--- config.mk ---
export PLATFORM = sky130hd
export DESIGN_NAME = img_roi_reader_flat
export DESIGN_NICKNAME = d
export VERILOG_FILES = /design/src/rtl/img_pkg.sv /design/src/rtl/img_roi_reader_if.sv /design/src/rtl/img_roi_reader.sv /design/src/flat_wrapper.sv
export SDC_FILE = /design/constraint.sdc
export NUM_CORES = 1
export LEC_CHECK = 0
export BUFFER_PORTS_ARGS = -buffer_cell sky130_fd_sc_hd__buf_2
export CORE_ASPECT_RATIO = 0.7
export CORE_MARGIN = 1
export CORE_UTILIZATION = 53
export CTS_CLUSTER_SIZE = 10
export DETAILED_ROUTE_END_ITERATION = 7
export PLACE_DENSITY_LB_ADDON = 0.3
export SYNTH_ARGS = -nofsm -noshare
export SYNTH_HDL_FRONTEND = slang
export SYNTH_SLANG_ARGS = --single-unit
--- constraint.sdc ---
create_clock -name clk -period 3.1 [get_ports clk]
set_clock_uncertainty 0.05 [all_clocks]
set_input_delay 0 -clock clk [delete_from_list [all_inputs] [get_ports clk]]
set_output_delay 0 -clock clk [all_outputs]
set_load 0.05 [all_outputs]
--- src/rtl/img_pkg.sv ---
// Shared image geometry, pixel type and ROI reader state encoding.
// Reused by the image ROM and the other image-path blocks.
package img_pkg;

  localparam int IMG_W  = 320;
  localparam int IMG_H  = 240;
  localparam int ADDR_W = $clog2(IMG_W * IMG_H);
  localparam int X_W    = $clog2(IMG_W + 1);
  localparam int Y_W    = $clog2(IMG_H + 1);

  typedef logic [15:0] pixel_t;

  typedef enum logic [1:0] {
    IDLE,
    RUN,
    DRAIN
  } roi_state_t;

endpackage

--- src/rtl/img_roi_reader_if.sv ---
// Pixel stream bundle: valid/ready handshake plus frame markers.
// Master drives the pixel, slave drives ready.
interface img_roi_reader_if;
  import img_pkg::*;

  logic   m_valid;
  logic   m_ready;
  pixel_t m_data;
  logic   m_sof;
  logic   m_eol;
  logic   m_eof;

  modport master (
    output m_valid,
    output m_data,
    output m_sof,
    output m_eol,
    output m_eof,
    input  m_ready
  );

  modport slave (
    input  m_valid,
    input  m_data,
    input  m_sof,
    input  m_eol,
    input  m_eof,
    output m_ready
  );

endinterface

--- src/rtl/img_roi_reader.sv ---
// Walks a rectangular ROI of the image ROM in row-major order and
// emits it as a registered pixel stream with sof/eol/eof markers.
module img_roi_reader
  import img_pkg::*;
(
  input  logic              clk,
  input  logic              rst_n,
  input  logic              start,
  input  logic [X_W-1:0]    roi_x,
  input  logic [Y_W-1:0]    roi_y,
  input  logic [X_W-1:0]    roi_w,
  input  logic [Y_W-1:0]    roi_h,
  output logic              busy,
  output logic              done,
  output logic              err,
  output logic [ADDR_W-1:0] rom_addr,
  input  pixel_t            rom_data,
  img_roi_reader_if.master  m
);

  localparam int XE_W = X_W + 1;
  localparam int YE_W = Y_W + 1;

  roi_state_t        state_q, state_d;
  logic [X_W-1:0]    w_q, w_d;
  logic [Y_W-1:0]    h_q, h_d;
  logic [X_W-1:0]    cx_q, cx_d;
  logic [Y_W-1:0]    cy_q, cy_d;
  logic [ADDR_W-1:0] addr_q, addr_d;
  logic              valid_q, valid_d;
  pixel_t            data_q, data_d;
  logic              sof_q, sof_d;
  logic              eol_q, eol_d;
  logic              eof_q, eof_d;
  logic              done_q, done_d;
  logic              err_q, err_d;

  logic [XE_W-1:0]   x_end;
  logic [YE_W-1:0]   y_end;
  logic              bad_roi;
  logic [ADDR_W-1:0] base_addr;
  logic              row_end;
  logic              last_row;

  // One extra bit so x+w and y+h cannot wrap before the bound test.
  assign x_end   = {1'b0, roi_x} + {1'b0, roi_w};
  assign y_end   = {1'b0, roi_y} + {1'b0, roi_h};
  assign bad_roi = (roi_w == '0) || (roi_h == '0) ||
                   (x_end > XE_W'(IMG_W)) ||
                   (y_end > YE_W'(IMG_H));

  // y*320 as y*256 + y*64
  assign base_addr = ADDR_W'({roi_y, 8'b0}) +
                     ADDR_W'({roi_y, 6'b0}) +
                     ADDR_W'(roi_x);

  assign row_end  = (cx_q == w_q - X_W'(1));
  assign last_row = (cy_q == h_q - Y_W'(1));

  always_comb begin
    state_d = state_q;
    w_d     = w_q;
    h_d     = h_q;
    cx_d    = cx_q;
    cy_d    = cy_q;
    addr_d  = addr_q;
    valid_d = valid_q;
    data_d  = data_q;
    sof_d   = sof_q;
    eol_d   = eol_q;
    eof_d   = eof_q;
    done_d  = 1'b0;
    err_d   = 1'b0;
    unique case (state_q)
      IDLE: begin
        if (start) begin
          if (bad_roi) begin
            err_d = 1'b1;
          end else begin
            w_d     = roi_w;
            h_d     = roi_h;
            cx_d    = '0;
            cy_d    = '0;
            addr_d  = base_addr;
            state_d = RUN;
          end
        end
      end
      RUN: begin
        if (!valid_q || m.m_ready) begin
          data_d  = rom_data;
          valid_d = 1'b1;
          sof_d   = (cx_q == '0) && (cy_q == '0);
          eol_d   = row_end;
          eof_d   = row_end && last_row;
          if (!row_end) begin
            cx_d   = cx_q + X_W'(1);
            addr_d = addr_q + ADDR_W'(1);
          end else if (!last_row) begin
            cx_d   = '0;
            cy_d   = cy_q + Y_W'(1);
            addr_d = addr_q + ADDR_W'(IMG_W) -
                     ADDR_W'(w_q) + ADDR_W'(1);
          end else begin
            state_d = DRAIN;
          end
        end
      end
      DRAIN: begin
        if (m.m_ready) begin
          valid_d = 1'b0;
          sof_d   = 1'b0;
          eol_d   = 1'b0;
          eof_d   = 1'b0;
          done_d  = 1'b1;
          state_d = IDLE;
        end
      end
      default: state_d = IDLE;
    endcase
  end

  always_ff @(posedge clk or negedge rst_n) begin
    if (!rst_n) begin
      state_q <= IDLE;
      w_q     <= '0;
      h_q     <= '0;
      cx_q    <= '0;
      cy_q    <= '0;
      addr_q  <= '0;
      valid_q <= 1'b0;
      data_q  <= '0;
      sof_q   <= 1'b0;
      eol_q   <= 1'b0;
      eof_q   <= 1'b0;
      done_q  <= 1'b0;
      err_q   <= 1'b0;
    end else begin
      state_q <= state_d;
      w_q     <= w_d;
      h_q     <= h_d;
      cx_q    <= cx_d;
      cy_q    <= cy_d;
      addr_q  <= addr_d;
      valid_q <= valid_d;
      data_q  <= data_d;
      sof_q   <= sof_d;
      eol_q   <= eol_d;
      eof_q   <= eof_d;
      done_q  <= done_d;
      err_q   <= err_d;
    end
  end

  assign busy      = (state_q != IDLE);
  assign done      = done_q;
  assign err       = err_q;
  assign rom_addr  = (state_q == RUN) ? addr_q : '0;
  assign m.m_valid = valid_q;
  assign m.m_data  = data_q;
  assign m.m_sof   = sof_q;
  assign m.m_eol   = eol_q;
  assign m.m_eof   = eof_q;

endmodule
--- src/flat_wrapper.sv ---
// flat-port wrapper written by rule: the top's interface ports become plain ports
module img_roi_reader_flat import img_pkg::*;
  (clk, rst_n, start, roi_x, roi_y, roi_w, roi_h, busy, done, err, rom_addr, rom_data, m_m_valid, m_m_data, m_m_sof, m_m_eol, m_m_eof, m_m_ready);
  img_roi_reader_if m_i ();
  input  logic clk;
  input  logic rst_n;
  input  logic start;
  input  logic [X_W-1:0] roi_x;
  input  logic [Y_W-1:0] roi_y;
  input  logic [X_W-1:0] roi_w;
  input  logic [Y_W-1:0] roi_h;
  output logic busy;
  output logic done;
  output logic err;
  output logic [ADDR_W-1:0] rom_addr;
  input  pixel_t rom_data;
  output wire logic [$bits(m_i.m_valid)-1:0] m_m_valid;
  output wire logic [$bits(m_i.m_data)-1:0] m_m_data;
  output wire logic [$bits(m_i.m_sof)-1:0] m_m_sof;
  output wire logic [$bits(m_i.m_eol)-1:0] m_m_eol;
  output wire logic [$bits(m_i.m_eof)-1:0] m_m_eof;
  input wire logic [$bits(m_i.m_ready)-1:0] m_m_ready;
  assign m_m_valid = m_i.m_valid;
  assign m_m_data = m_i.m_data;
  assign m_m_sof = m_i.m_sof;
  assign m_m_eol = m_i.m_eol;
  assign m_m_eof = m_i.m_eof;
  assign m_i.m_ready = m_m_ready;
  img_roi_reader u_core (.clk(clk), .rst_n(rst_n), .start(start), .roi_x(roi_x), .roi_y(roi_y), .roi_w(roi_w), .roi_h(roi_h), .busy(busy), .done(done), .err(err), .rom_addr(rom_addr), .rom_data(rom_data), .m(m_i));
endmodule
Yosys cells after proc, flatten, opt, wreduce, memory -nomap -nowiden
Cells that the tools add are included.
{"block": "totals", "word_cells": 101, "register_bits": 75, "inputBits": 54}
{"block": "op_classes", "n_reduce_logical": 21, "n_mux": 40, "order_cmp": 2, "addsub": 12, "bitwise_logic": 1, "eq_ne": 12}
{"op": "17-bit two-way mux", "count": 6}
{"op": "9-bit two-way mux", "count": 5}
{"op": "8-bit two-way mux", "count": 5}
{"op": "17-bit by 1-bit adder with 17-bit output, second input constant", "count": 2}
{"op": "17-bit case mux with 2 select lines", "count": 1}
{"op": "9-bit logical NOT", "count": 2}
{"op": "9-bit case mux with 2 select lines", "count": 1}
{"op": "16-bit by 14-bit adder with 17-bit output", "count": 1}
{"op": "17-bit by 9-bit adder with 17-bit output", "count": 1}
{"op": "17-bit by 9-bit adder with 17-bit output, second input constant", "count": 1}
{"op": "17-bit by 9-bit subtractor with 17-bit output", "count": 1}
{"op": "8-bit logical NOT", "count": 2}
{"op": "8-bit case mux with 2 select lines", "count": 1}
{"op": "2-bit two-way mux", "count": 6}
{"op": "6-bit AND reduction", "count": 2}
{"op": "9-bit by 9-bit adder with 10-bit output", "count": 1}
{"op": "10-bit by 9-bit greater-than comparator with 1-bit output, second input constant", "count": 1}
{"op": "1-bit two-way mux", "count": 10}
{"op": "8-bit by 8-bit adder with 9-bit output", "count": 1}
{"op": "9-bit by 1-bit adder with 9-bit output, second input constant", "count": 1}
{"op": "9-bit equality test", "count": 1}
{"op": "9-bit by 8-bit greater-than comparator with 1-bit output, second input constant", "count": 1}
{"op": "9-bit by 1-bit subtractor with 9-bit output, second input constant", "count": 1}
{"op": "8-bit by 1-bit adder with 8-bit output, second input constant", "count": 1}
{"op": "other kinds (18)", "count": 33}

Longest topological paths before layout
{"block": "depth", "depth_word": 7, "mapped_depth": 15}

Worst setup path after synthesis
Ideal clock, no wire load.
{"block": "synth_path", "path_type": "input-to-reg", "from": "input roi_y[0]", "to": "register u_core.addr_q[11]", "arrival_ns": 3.088, "setup_slack_ns": -0.162, "stages": 11, "path_buffers": 1, "cell_sequence": "ha_1 fa_1 a211o_1 and3_4 o2111a_1 or4_4 a2111oi_4 nor4b_4 a22o_1 buf_6 mux2_2"}
{"block": "synth_between", "elab_chain_len": 5, "elab_cells_between_ends": 10, "classes_between": "add/sub (3); order compare (1); eq/ne (1); mux (3); reduce/logical (2)"}
{"item": "start: declaration", "line_no": "flat_wrapper.sv:9", "rtl": "input logic [Y_W-1:0] roi_y;"}
{"item": "16-bit by 14-bit adder with 17-bit output or 8-bit by 8-bit adder with 9-bit output (tied branches)", "line_no": "img_roi_reader.sv:53, img_roi_reader.sv:47"}
{"item": "17-bit by 9-bit adder with 17-bit output or 9-bit by 8-bit greater-than comparator with 1-bit output (tied branches)", "line_no": "img_roi_reader.sv:54, img_roi_reader.sv:50"}
{"item": "17-bit two-way mux or 1-bit logical OR (tied branches)", "line_no": "img_roi_reader.sv:77, img_roi_reader.sv:49"}
{"item": "17-bit two-way mux or 2-bit inequality test (tied branches)"}
{"item": "17-bit case mux with 2 select lines or 5-bit AND reduction (tied branches)"}
{"item": "end signal: assignment", "line_no": "img_roi_reader.sv:144", "rtl": "addr_q <= addr_d;"}
{"item": "end: declaration", "line_no": "img_roi_reader.sv:29", "rtl": "logic [ADDR_W-1:0] addr_q, addr_d;"}
Several ways; a longest one is shown, not always the timed one. The select of a mux whose other input is x is not followed.
A chain may end at the register's enable or synchronous reset.

Worst setup path in the final report
{"block": "layout_path", "from": "input roi_y[0]", "to": "register u_core.addr_q[16]"}
The elaborated chain is that of the path after synthesis.

==> run_results.csv <==
group,metric,value,unit
cells_and_area,nets,1080,
worst_setup_path,worstSetupEndpointType,"flop",
synth,yosysWarningCount,0,
placed_design,dp_cells,1040,
worst_setup_path,cp.required,3280,ps
cells_and_area,num_antenna_cells,0,
synth,syn_inst,746,
sta,tightest_slew,954,ps
clock_network,htreeDepth,3,
hold_path,min_to,"u_core.addr_q[2]$_DFFE_PN0P_",
placed_design,dp_hpwl,13800,um
sta,fin_crit,3140,ps
global_route,grt_antenna_before_repair,0,
cells_and_area,postLayoutCoreUtil,74.6,%
synth,post-synth-top-count-cell,"nand2_1",
sta,post-route-period-util,101,%
clock_network,cts_made_buffers,9,
cells_and_area,fillers,809,
placed_design,numPortBuffers,93,
sta,grt_setup_unrepaired,"yes",
global_route,gr-total-overflow,0,
status,outcome,"complete, but fails checks",
cells_and_area,stdcell_area,0.00878,mm^2
synth,synth_cell_type_count,71,
synth,synth_edf_count,0,
global_route,grt_max_degree,76,
floorplanning,io_pins,94,
sta,relSlewSlack,36.4,%
worst_setup_path,r2r_cells,11,
floorplanning,die_x,134,um
pwr,powerDensity,1090,mW/mm^2
routing,drc,0,
synth,synth_area,0.00646,mm^2
worst_setup_path,reg2reg_from,"u_core.h_q[1]$_DFFE_PN0P_",
sta,fin_setup_tns,-39.3,ps
worst_setup_path,crit_type,"primary input to flop",
floorplanning,dieArea,0.0126,mm^2
floorplanning,coreArea,0.0118,mm^2
synth,synth_ff_type,"dfrtp_1",
worst_setup_path,reg2reg_slack,20,ps
status,violations,"negative setup slack",
worst_setup_path,crit_fanout,5,
global_route,first_global_vias,6350,
placed_design,globalplace.congestion,0.840,
clock_network,root_buffer,"clkbuf_16",
synth,ys_async_sr_fraction,100,%
synth,synth_top_cell_by_area,"dfrtp_1",
cells_and_area,finalNonFillerCells,1114,
sta,setup_ws,-39.3,ps
global_route,grt_pass1_wl,30600,um
sta,finalHoldViolations,0,
routing,viasPerCell,6.06,
synth,seq_area_frac_synth,29.1,%
clock_network,clock-sinks,75,
routing,routed_wl,20400,um
floorplanning,core.rowCount,33,
pwr,ir_worst_vdd,0.855,mV
worst_setup_path,r2r_end,"u_core.addr_q[16]$_DFFE_PN0P_",
clock_network,clk_path_buf_depth,2,
hold_path,hp-class,"primary input to flop",
worst_setup_path,arrival,3320,ps
synth,netlist_top_cells_area,"dfrtp_1 29%, ha_1 13%, xnor2_1 5.6%, nand2_1 4.8%, inv_1 3.2%",
cells_and_area,drive_gt1_share,29.5,%
floorplanning,initial_utilization,54.9,%
routing,drt_iter0_markers,494,
synth,syn_area_per_cell,8.65,um^2
routing,firstDrtPassIters,6,
pwr,p_leak,4.06,nW
worst_setup_path,crit_path_start_kind,"primary input",
clock_network,clk_latency,340,ps
routing,wire_per_inst,18.3,um
cells_and_area,area_delta_synth_final,36.0,%
floorplanning,die_y,94.3,um
global_route,track_usage,31.0,%
sta,report.final.setup_viol,1,
synth,synth_commonest_cells,"83 x nand2_1, 75 x dfrtp_1, 69 x ha_1",
sta,maxSlewViolCount,0,
clock_network,cts_tree,"yes",
sta,max_freq,0.319,GHz
placed_design,placedInstanceArea,0.00756,mm^2
hold_path,min-delay-start,"roi_x[2]",
placed_design,place_worst_setup_slack,-357,ps
clock_network,clk_pin_slew_worst_paths,60,ps
routing,vias,6755,
synth,ys_ff_latch,75,
synth,synth_top_area_share,29.1,%
routing,ant_nets,0,
hold_path,hold_path_depth,4,
flow_run,maxCapViolCount,0,
synth,synth_nets,874,
repair_timing:
item | 4_1_cts | 5_1_grt
endpoints found under the setup margin | 20 | 52
cloned | 1 | 2
pin swaps | 4 | 42
endpoints found under the hold margin | 113 | 0
hold buffers | 38 | 0
gates resized for setup | 11 | 88
setup buffers | 8 | 10
cells in the final DEF, fill, tap and decap left out, types with 11 or more instances in the layout:
cell type and n:
and2_1 13, o21ai_1 12, xnor2_1 41, buf_2 90, dlygate4sd3_1 38, nand3_1 25, dfrtp_1 74, inv_1 50
a211oi_1 11, mux2_2 12, nand2_1 82, nor2_1 46, or3_1 14, ha_1 64, buf_4 72, nor3_1 22
o21ai_0 25, a21oi_1 33, xor2_1 18
state kept, by name, summed over array words and instances, names as in the netlist:
register          count
u_core.err            1
u_core.m.m_eof        1
u_core.m.m_valid      1
u_core.cy_q           8
u_core.m.m_sof        1
u_core.addr_q        17
u_core.m.m_data      16
u_core.h_q            8
u_core.state_q        2
u_core.m.m_eol        1
u_core.cx_q           9
u_core.w_q            9
u_core.done           1
worst max-delay path by stage:
stage / startpoint / to / depth (start not counted)
2_1_floorplan: roi_y[0] / u_core.addr_q[11]$_DFFE_PN0P_ / 11
3_3_place_gp: roi_y[0] / u_core.addr_q[11]$_DFFE_PN0P_ / 12
3_5_place_dp: roi_y[0] / u_core.addr_q[2]$_DFFE_PN0P_ / 14
4_1_cts: u_core.h_q[1]$_DFFE_PN0P_ / u_core.addr_q[1]$_DFFE_PN0P_ / 11
5_1_grt: u_core.w_q[1]$_DFFE_PN0P_ / u_core.cy_q[5]$_DFFE_PN0P_ / 12
6_report: roi_y[0] / u_core.addr_q[16]$_DFFE_PN0P_ / 14
logic make-up after synthesis:
kind of cell	after synthesis	share of synthesized area, %
AOI/OAI and AO/OA	175	18.4
xor gates and xnor gates	59	8.00
adders and majority gates	74	14.9
buffers and inverters	76	4.98
DFF	75	29.1
muxes	21	4.03
and+or+nand+nor	266	20.6
per-layer routing:
layer / global-route usage, % / share of wire [%]
met4: 11.6 / 2.3
met2: 50.2 / 46
met1: 40.7 / 43
met5: 0 / 0
met3: 6.76 / 8.5
stage by stage:
step / power (W) / hold slack (ps)
4_1_cts: 0.00888 / 0.0734
5_1_grt: 0.0102 / 13.1
3_5_place_dp: 0.00761 / 148
2_1_floorplan: 0.00593 / -346
6_report: 0.00955 / 5.00
3_3_place_gp: 0.00738 / 142
critical path, stage by stage:
cell       delay [ps]
buf_6             100
ha_4              150
fa_2              350
a211o_1           330
and3_4            160
o2111a_1          240
or4_4             560
a2111oi_4         290
nor4b_4           290
a22oi_2           130
buf_6             160
buf_12            120
buf_16            130
a221o_1           300
power breakdown:
group          total [W]  internal [W]  switching, W
combinational    0.00661       0.00277       0.00384
clock            0.00106      0.000625      0.000436
sequential       0.00188       0.00137      0.000505
final cells by class:
class / instances / area [um^2] / share of cell area [%]
clock buffer: 10 / 229 / 2.61
timing repair buffer: 215 / 1600 / 18.2
clock inverter: 6 / 65.1 / 0.741
sequential: 75 / 1880 / 21.4
tap: 157 / 196 / 2.24
multi-input combinational: 596 / 4600 / 52.4
inverter: 55 / 209 / 2.38
Note: power is estimated with default switching activity, not from simulation.
